--- config.mk ---
export PLATFORM = sky130hd
export DESIGN_NAME = hazard_ctrl
export DESIGN_NICKNAME = d
export VERILOG_FILES = /design/src/rtl/hazard_ctrl.sv
export SDC_FILE = /design/constraint.sdc
export NUM_CORES = 1
export LEC_CHECK = 0
export CORE_UTILIZATION = 45
export DETAILED_ROUTE_END_ITERATION = 10
export PLACE_DENSITY_LB_ADDON = 0.05
export SETUP_SLACK_MARGIN = 0.2
export SLEW_MARGIN = 40
export SYNTH_ARGS = -nofsm -noshare
export SYNTH_HDL_FRONTEND = slang
export SYNTH_SLANG_ARGS = --single-unit
--- constraint.sdc ---
create_clock -name clk -period 2.3 [get_ports clk]
set_clock_uncertainty 0.1 [all_clocks]
set_input_delay 0.23 -clock clk [delete_from_list [all_inputs] [get_ports clk]]
set_output_delay 0.23 -clock clk [all_outputs]
set_load 0.005 [all_outputs]
--- src/rtl/hazard_ctrl.sv ---
`default_nettype none
// ============================================================================
//  Module   : hazard_ctrl
//  Purpose  : Load-use stall, bubble insertion and EX forwarding control for
//             the 5-stage addi/subi/R-type/lw/sw pipeline.
//  Revision : 1.0  initial release
// ============================================================================
module hazard_ctrl #(
    parameter int REG_AW = 5,
    parameter int CNT_W  = 16
) (
    input  logic              clk,
    input  logic              rst,
    input  logic              id_valid,
    input  logic [REG_AW-1:0] id_rs,
    input  logic [REG_AW-1:0] id_rt,
    input  logic              id_use_rs,
    input  logic              id_use_rt,
    input  logic              id_regwrite,
    input  logic              id_memread,
    input  logic [REG_AW-1:0] id_dst,
    input  logic              mem_busy,
    output logic              pc_write,
    output logic              ifid_write,
    output logic              idex_bubble,
    output logic [1:0]        ex_fwd_a,
    output logic [1:0]        ex_fwd_b,
    output logic [CNT_W-1:0]  stall_cnt
);

    localparam logic [1:0]       c_FWD_RF    = 2'b00;
    localparam logic [1:0]       c_FWD_EXMEM = 2'b10;
    localparam logic [1:0]       c_FWD_MEMWB = 2'b01;
    localparam logic [CNT_W-1:0] c_CNT_ONE   = {{(CNT_W-1){1'b0}}, 1'b1};

    typedef struct packed {
        logic              valid;
        logic              regwrite;
        logic              memread;
        logic [REG_AW-1:0] dst;
        logic [REG_AW-1:0] rs;
        logic [REG_AW-1:0] rt;
        logic              use_rs;
        logic              use_rt;
    } ex_slot_t;

    // MEM and WB are only ever looked at as producers, so they keep the
    // writer fields only.
    typedef struct packed {
        logic              valid;
        logic              regwrite;
        logic [REG_AW-1:0] dst;
    } wr_slot_t;

    ex_slot_t         r_ex;
    wr_slot_t         r_mem;
    wr_slot_t         r_wb;
    logic [CNT_W-1:0] r_stall_cnt;

    ex_slot_t         w_id_slot;
    wr_slot_t         w_ex_wr;
    logic             w_lu;

    function automatic logic f_hit(input wr_slot_t s, input logic [REG_AW-1:0] r);
        return s.valid & s.regwrite & (s.dst != '0) & (s.dst == r);
    endfunction

    function automatic logic [1:0] f_fwd_sel(
        input logic              use_r,
        input logic [REG_AW-1:0] r,
        input wr_slot_t          mem_s,
        input wr_slot_t          wb_s
    );
        if (use_r & f_hit(mem_s, r)) begin
            return c_FWD_EXMEM;
        end else if (use_r & f_hit(wb_s, r)) begin
            return c_FWD_MEMWB;
        end
        return c_FWD_RF;
    endfunction

    always_comb begin
        w_id_slot          = '0;
        w_id_slot.valid    = id_valid;
        w_id_slot.regwrite = id_regwrite;
        w_id_slot.memread  = id_memread;
        w_id_slot.dst      = id_dst;
        w_id_slot.rs       = id_rs;
        w_id_slot.rt       = id_rt;
        w_id_slot.use_rs   = id_use_rs;
        w_id_slot.use_rt   = id_use_rt;

        w_ex_wr            = '0;
        w_ex_wr.valid      = r_ex.valid;
        w_ex_wr.regwrite   = r_ex.regwrite;
        w_ex_wr.dst        = r_ex.dst;
    end

    // A load in EX cannot feed ID in time; a bubble in ID never stalls.
    always_comb begin
        w_lu = id_valid & r_ex.memread &
               ((id_use_rs & f_hit(w_ex_wr, id_rs)) |
                (id_use_rt & f_hit(w_ex_wr, id_rt)));
    end

    always_comb begin
        pc_write    = ~w_lu & ~mem_busy;
        ifid_write  = ~w_lu & ~mem_busy;
        idex_bubble = w_lu & ~mem_busy;
        ex_fwd_a    = c_FWD_RF;
        ex_fwd_b    = c_FWD_RF;
        if (r_ex.valid) begin
            ex_fwd_a = f_fwd_sel(r_ex.use_rs, r_ex.rs, r_mem, r_wb);
            ex_fwd_b = f_fwd_sel(r_ex.use_rt, r_ex.rt, r_mem, r_wb);
        end
        stall_cnt   = r_stall_cnt;
    end

    // A busy data memory freezes everything, including a pending stall.
    always_ff @(posedge clk or posedge rst) begin
        if (rst) begin
            r_ex        <= '0;
            r_mem       <= '0;
            r_wb        <= '0;
            r_stall_cnt <= '0;
        end else if (!mem_busy) begin
            r_wb  <= r_mem;
            r_mem <= w_ex_wr;
            if (w_lu) begin
                r_ex <= '0;
                if (r_stall_cnt != '1) begin
                    r_stall_cnt <= r_stall_cnt + c_CNT_ONE;
                end
            end else begin
                r_ex <= w_id_slot;
            end
        end
    end

endmodule
`default_nettype wire
; Word-level counts from Yosys, hierarchy flattened
; Index checks and enable logic that the tools add are counted.
[op_classes]
add_sub_neg = 1
multipliers = 0
n_div = 0
magnitude_cmp = 0
eq_ne = 7
shift = 0
muxes = 15
bitwise_logic = 25
reduce_logical = 4
[op_table]
columns = cell, count
row1 = == test 5 bit, 6
row2 = bitwise AND 1 bit, 22
row3 = 2-to-1 mux 20 bit, 1
row4 = adder 16 x 1 -> 16 bit (second input constant), 1
row5 = 2-to-1 mux 2 bit, 8
row6 = != test 16 bit (second input constant), 1
row7 = nonzero test 5 bit, 3
row8 = 2-to-1 mux 1 bit, 6
row9 = AND reduction 3 bit, 1
row10 = NOT 1 bit, 2
row11 = OR 1 bit, 1
[word_totals]
register_bits = 50
latchBits = 0
ramBits = 0
rom_bits = 0
input_bits = 23
out_inout_bits = 23
elab_cells = 67
mem_count = 0

; Longest topological paths before layout
; Gate-level depths: netlist of the first run.
[depth]
ltp_word = 9
depth_mapped = 7
ltp_nobuf = 5

; Worst setup path after synthesis of the first run
; Ideal clock, no wire load.
[synth_timing]
kind = flip-flop to output port
from = register r_ex[12] in the netlist's numbering
to = output pc_write
arrival_time_ns = 1.681
path_slack_ns = 0.289
path_stages_with_launch = 8
n_path_buf = 2
cell_sequence = dfrtp_1 -> xnor2_1 -> nand4_1 -> o22ai_1 -> and2_1 -> clkbuf_1 -> nor2_1 -> buf_4
[synth_via]
elab_chain_cells = 8
word_cells_on_any_way = 12
[synth_lines]
columns = item, line
row1 = from (decl), 55  ; ex_slot_t r_ex;
row2 = from (signal assigned), 135  ; r_ex <= w_id_slot;
row3 = nonzero test 5 bit, 65  ; return s.valid & s.regwrite & (s.dst != '0) & (s.dst == r);
row4 = bitwise AND 1 bit (2 in a row), 65
row5 = bitwise AND 1 bit (on tied branches), "102, 103"
row6 = OR 1 bit (*), 102  ; ((id_use_rs & f_hit(w_ex_wr, id_rs)) |
row7 = bitwise AND 1 bit (*), 101  ; w_lu = id_valid & r_ex.memread &
row8 = NOT 1 bit (*), n/a
row9 = bitwise AND 1 bit (*), n/a
row10 = to (decl), 23  ; output logic pc_write,
; Mark *: on every way between the ends. The rest lies on a longest branch, timed or not.

; Worst setup path in the final report of the first run
[layout_timing]
from = register r_mem[2] in the netlist's numbering
to = output ex_fwd_a[0]
[layout_via]
elab_chain_cells = 8
word_cells_on_any_way = 10
[layout_lines]
columns = item, line
row1 = from (decl), 56  ; wr_slot_t r_mem;
row2 = from (signal assigned), 128  ; r_mem <= w_ex_wr;
row3 = nonzero test 5 bit, 65
row4 = bitwise AND 1 bit, 65
row5 = bitwise AND 1 bit (*), 65
row6 = bitwise AND 1 bit (*), 74  ; if (use_r & f_hit(mem_s, r)) begin
row7 = 2-to-1 mux 1 bit, 74
row8 = 2-to-1 mux 1 bit, 112  ; if (r_ex.valid) begin
row9 = 2-to-1 mux 2 bit (*), 79  ; return c_FWD_RF;
row10 = 2-to-1 mux 2 bit (*), 112
row11 = to (decl), 26  ; output logic [1:0] ex_fwd_a,
; Mark *: on every way between the ends. The rest lies on a longest branch, timed or not. The select of a mux whose other input is x is not followed.

==> metrics, run 1 <==
Leakage 1.47 nW; worst-path fanout max 2; clk buf depth 2; CTS tree done; commonest cells after routing, fill and taps aside 44 x dfrtp_1, 38 x clkdlybuf4s50_1, 31 x xnor2_1; clock latency at the later pin of the worst-skew pair 310 ps; # clock sinks 50; Final period util 99.3%; Clk pwr share 27.7%; worst hold-check path type input port to asynchronous set/reset pin; Synth Warn # 0; final hold slack 148 ps; Final nets 346; Layout fillers 485; gr ovfl total 0; fin crit period 2280 ps; CP max stage delay 530 ps; Setup-failing EPs final 0; I/O pin cnt 46; prevailing post-synth register cell dfrtp_1; gr usage total 21.5%; crit path capture type output port; Core ar. 0.00551 mm^2; Die Span Y 77.4 um; initial antenna violation count 0; VDD IR-drop max 290 uV; Placed Instances 379; Final ANT Viol Nets 0; post-synthesis area per instance 10.2 um^2; Site Rows 27; Area Overhead vs Synth 35.4%; unrepaired setup endpoints after global routing yes; power density over the cells 558 mW/mm^2; Crit-path slowest cell or4_4; Switch Pwr 529 uW; cts hold-fix bufs 0; Critical Path Source Type flop; Critical Path RT 1970 ps; hpwl dp 4240 um; fmax 438 MHz; drt pass-1 iters 4; Post-Route WL 5880 um; post-DR vias/cell 5.12; Initial DRC Count 95; Syn Inst Count 250; synthesized net count 274; Fin. Hold Viols 0; Post-synth EDFFs 0; Comb pwr share 18.8%; Sw Ratio 27.3%; Max-Cap Viols 0; die width 77.4 um; vias in the first global route 1949; GP Congestion 0.791; worst-path cell chain or4_4 > o211ai_1 > buf_4 > nor3_2 > nor3_1 > buf_2; Root Driver clkbuf_8; Layout Cells excl Fill 395; ratio of cells with drive above 1 in the final layout 25.7%; P_int 1.41 mW; status finished clean; post-synthesis sequential area ratio 48.9%; share of async-settable or async-resettable flops after synthesis 100%; clock-pin slew on the worst setup and hold paths 90 ps; Setup Crit Path Kind flop to output port; mapped cell area 0.00256 mm^2; Slew Viols, Final 0; initial core utilization 46.5%; Slew HR 68.8%; cts bufs inserted 5; Remaining DRCs 0; Antenna diodes 0; Netlist cell types 30; H-tree Lvls 2; routed via count 2022; Worst Path Arrival 1950 ps; port bufs 45; Flop pwr share 53.5%; full die area 0.00600 mm^2; Slew @ Worst Pin 468 ps; largest net degree at the start of global routing 35; commonest non-fill, non-tap cell in the layout dfrtp_1; first-pass GRT wire length 9900 um; Synth Register Bits 50; DR WL/cell 14.9 um
sequential cells by signal (all words and copies together), names as in the netlist:
signal / cells
r_mem: 7
r_wb: 7
stall_cnt: 16
r_ex: 20
per-layer routing:
layer	part of all wire, %	global-route usage (%)	vias to the layer above
met2	45	31.9	47
met4	1.3	6.79	0
met5	0	0	-
met1	50	31.6	960
met3	3.7	4.24	7
li1	-	-	1008
worst max-delay path: cells and delay by family (launching register included):
family          cells  cell delay [ps]
flops               1              390
buf+inv             2              300
simple gates        3              690
compound gates      1              260
kinds of logic (layout without fill, tap and decap cells):
| group | after synthesis | in the layout | synth area share (%) |
|---|---|---|---|
| AOI/OAI and AO/OA | 28 | 28 | 6.20 |
| buffers and inverters | 12 | 85 | 2.00 |
| and+or+nand+nor | 100 | 100 | 20.7 |
| muxes | 16 | 16 | 7.03 |
| DFF | 50 | 50 | 48.9 |
| xor gates and xnor gates | 43 | 43 | 14.7 |
| adders and majority gates | 1 | 1 | 0.488 |
cell usage after synthesis (4+ instances only):
cell type | count | area, um^2
nand2b_1 | 20 | 125
nand3_1 | 9 | 45.0
nor3_1 | 6 | 30.0
nand2_1 | 30 | 113
and3_1 | 7 | 43.8
o21ai_0 | 20 | 100
xor2_1 | 8 | 70.1
xnor2_1 | 35 | 307
nand4_1 | 12 | 75.1
dfrtp_1 | 50 | 1250
and2_1 | 4 | 25.0
clkbuf_1 | 8 | 30.0
mux2_2 | 16 | 180
nor2_1 | 4 | 15.0
per-stage QoR:
step                worst slack, ps  instance area (um^2)  total power [mW]  TNS (ps)  utilization, %
floorplan                       289                  2560              1.24         0               -
global placement               -141                  3240              1.37      -236            58.8
detailed placement             -138                  3240              1.38      -292            58.8
CTS                            7.53                  3440              1.95         0            62.4
global route                  -74.1                  3470              2.04      -207            63.0
finish                         16.5                  3470              1.94         0            63.0
power by group through the flow:
| stage | combinational, mW | sequential, mW | clock [mW] |
|---|---|---|---|
| after detailed placement | 0.329 | 1.05 | 0 |
| after CTS | 0.363 | 1.04 | 0.547 |
| final | 0.364 | 1.04 | 0.535 |
| after global placement | 0.324 | 1.05 | 0 |
| after floorplan | 0.204 | 1.03 | 0 |
| after global routing | 0.404 | 1.05 | 0.585 |
final cells by class:
| cell class | instances | area, um^2 | area share [%] |
|---|---|---|---|
| multi-input combinational | 188 | 1350 | 38.8 |
| sequential | 50 | 1260 | 36.3 |
| timing repair buffer | 76 | 677 | 19.5 |
| tap | 72 | 90.1 | 2.60 |
| clock buffer | 7 | 86.3 | 2.49 |
| clock inverter | 1 | 5.00 | 0.144 |
| inverter | 1 | 3.75 | 0.108 |
final timing paths:
path | end | startpoint | slack [ps] | depth (start not counted)
setup / recovery | ex_fwd_a[0] | r_mem[2]$_DFFE_PP0N_ | 20 | 6
hold / removal | stall_cnt[13]$_DFFE_PP0P_ | rst | 150 | 2
setup reg to reg | stall_cnt[12]$_DFFE_PP0P_ | r_ex[16]$_DFFE_PP0N_ | 360 | 8
hold reg to reg | r_ex[17]$_DFFE_PP0N_ | r_ex[17]$_DFFE_PP0N_ | 400 | 2
max in group asynchronous | r_ex[13]$_DFFE_PP0N_ | rst | 1420 | 3
min in group clk | r_ex[13]$_DFFE_PP0N_ | id_dst[1] | 370 | 3
repair_timing:
item	4_1_cts	5_1_grt
pin swaps	15	8
endpoints found under the setup margin	7	21
resized for setup	35	14
setup buffers	7	1
hold endpoints to repair	0	0
Note: power is estimated with default switching activity, not from simulation.
==> run 2, diff against run 1 <==
--- a/config.mk
+++ b/config.mk
@@ -5,7 +5,9 @@
 export SDC_FILE = /design/constraint.sdc
 export NUM_CORES = 1
 export LEC_CHECK = 0
+export ABC_AREA = 0
 export CORE_UTILIZATION = 45
+export CTS_CLUSTER_DIAMETER = 120
 export DETAILED_ROUTE_END_ITERATION = 10
 export PLACE_DENSITY_LB_ADDON = 0.05
 export SETUP_SLACK_MARGIN = 0.2
==> results of run 2 <==
Same layout as run 1: the final DEF is identical, and so are final timing and power.
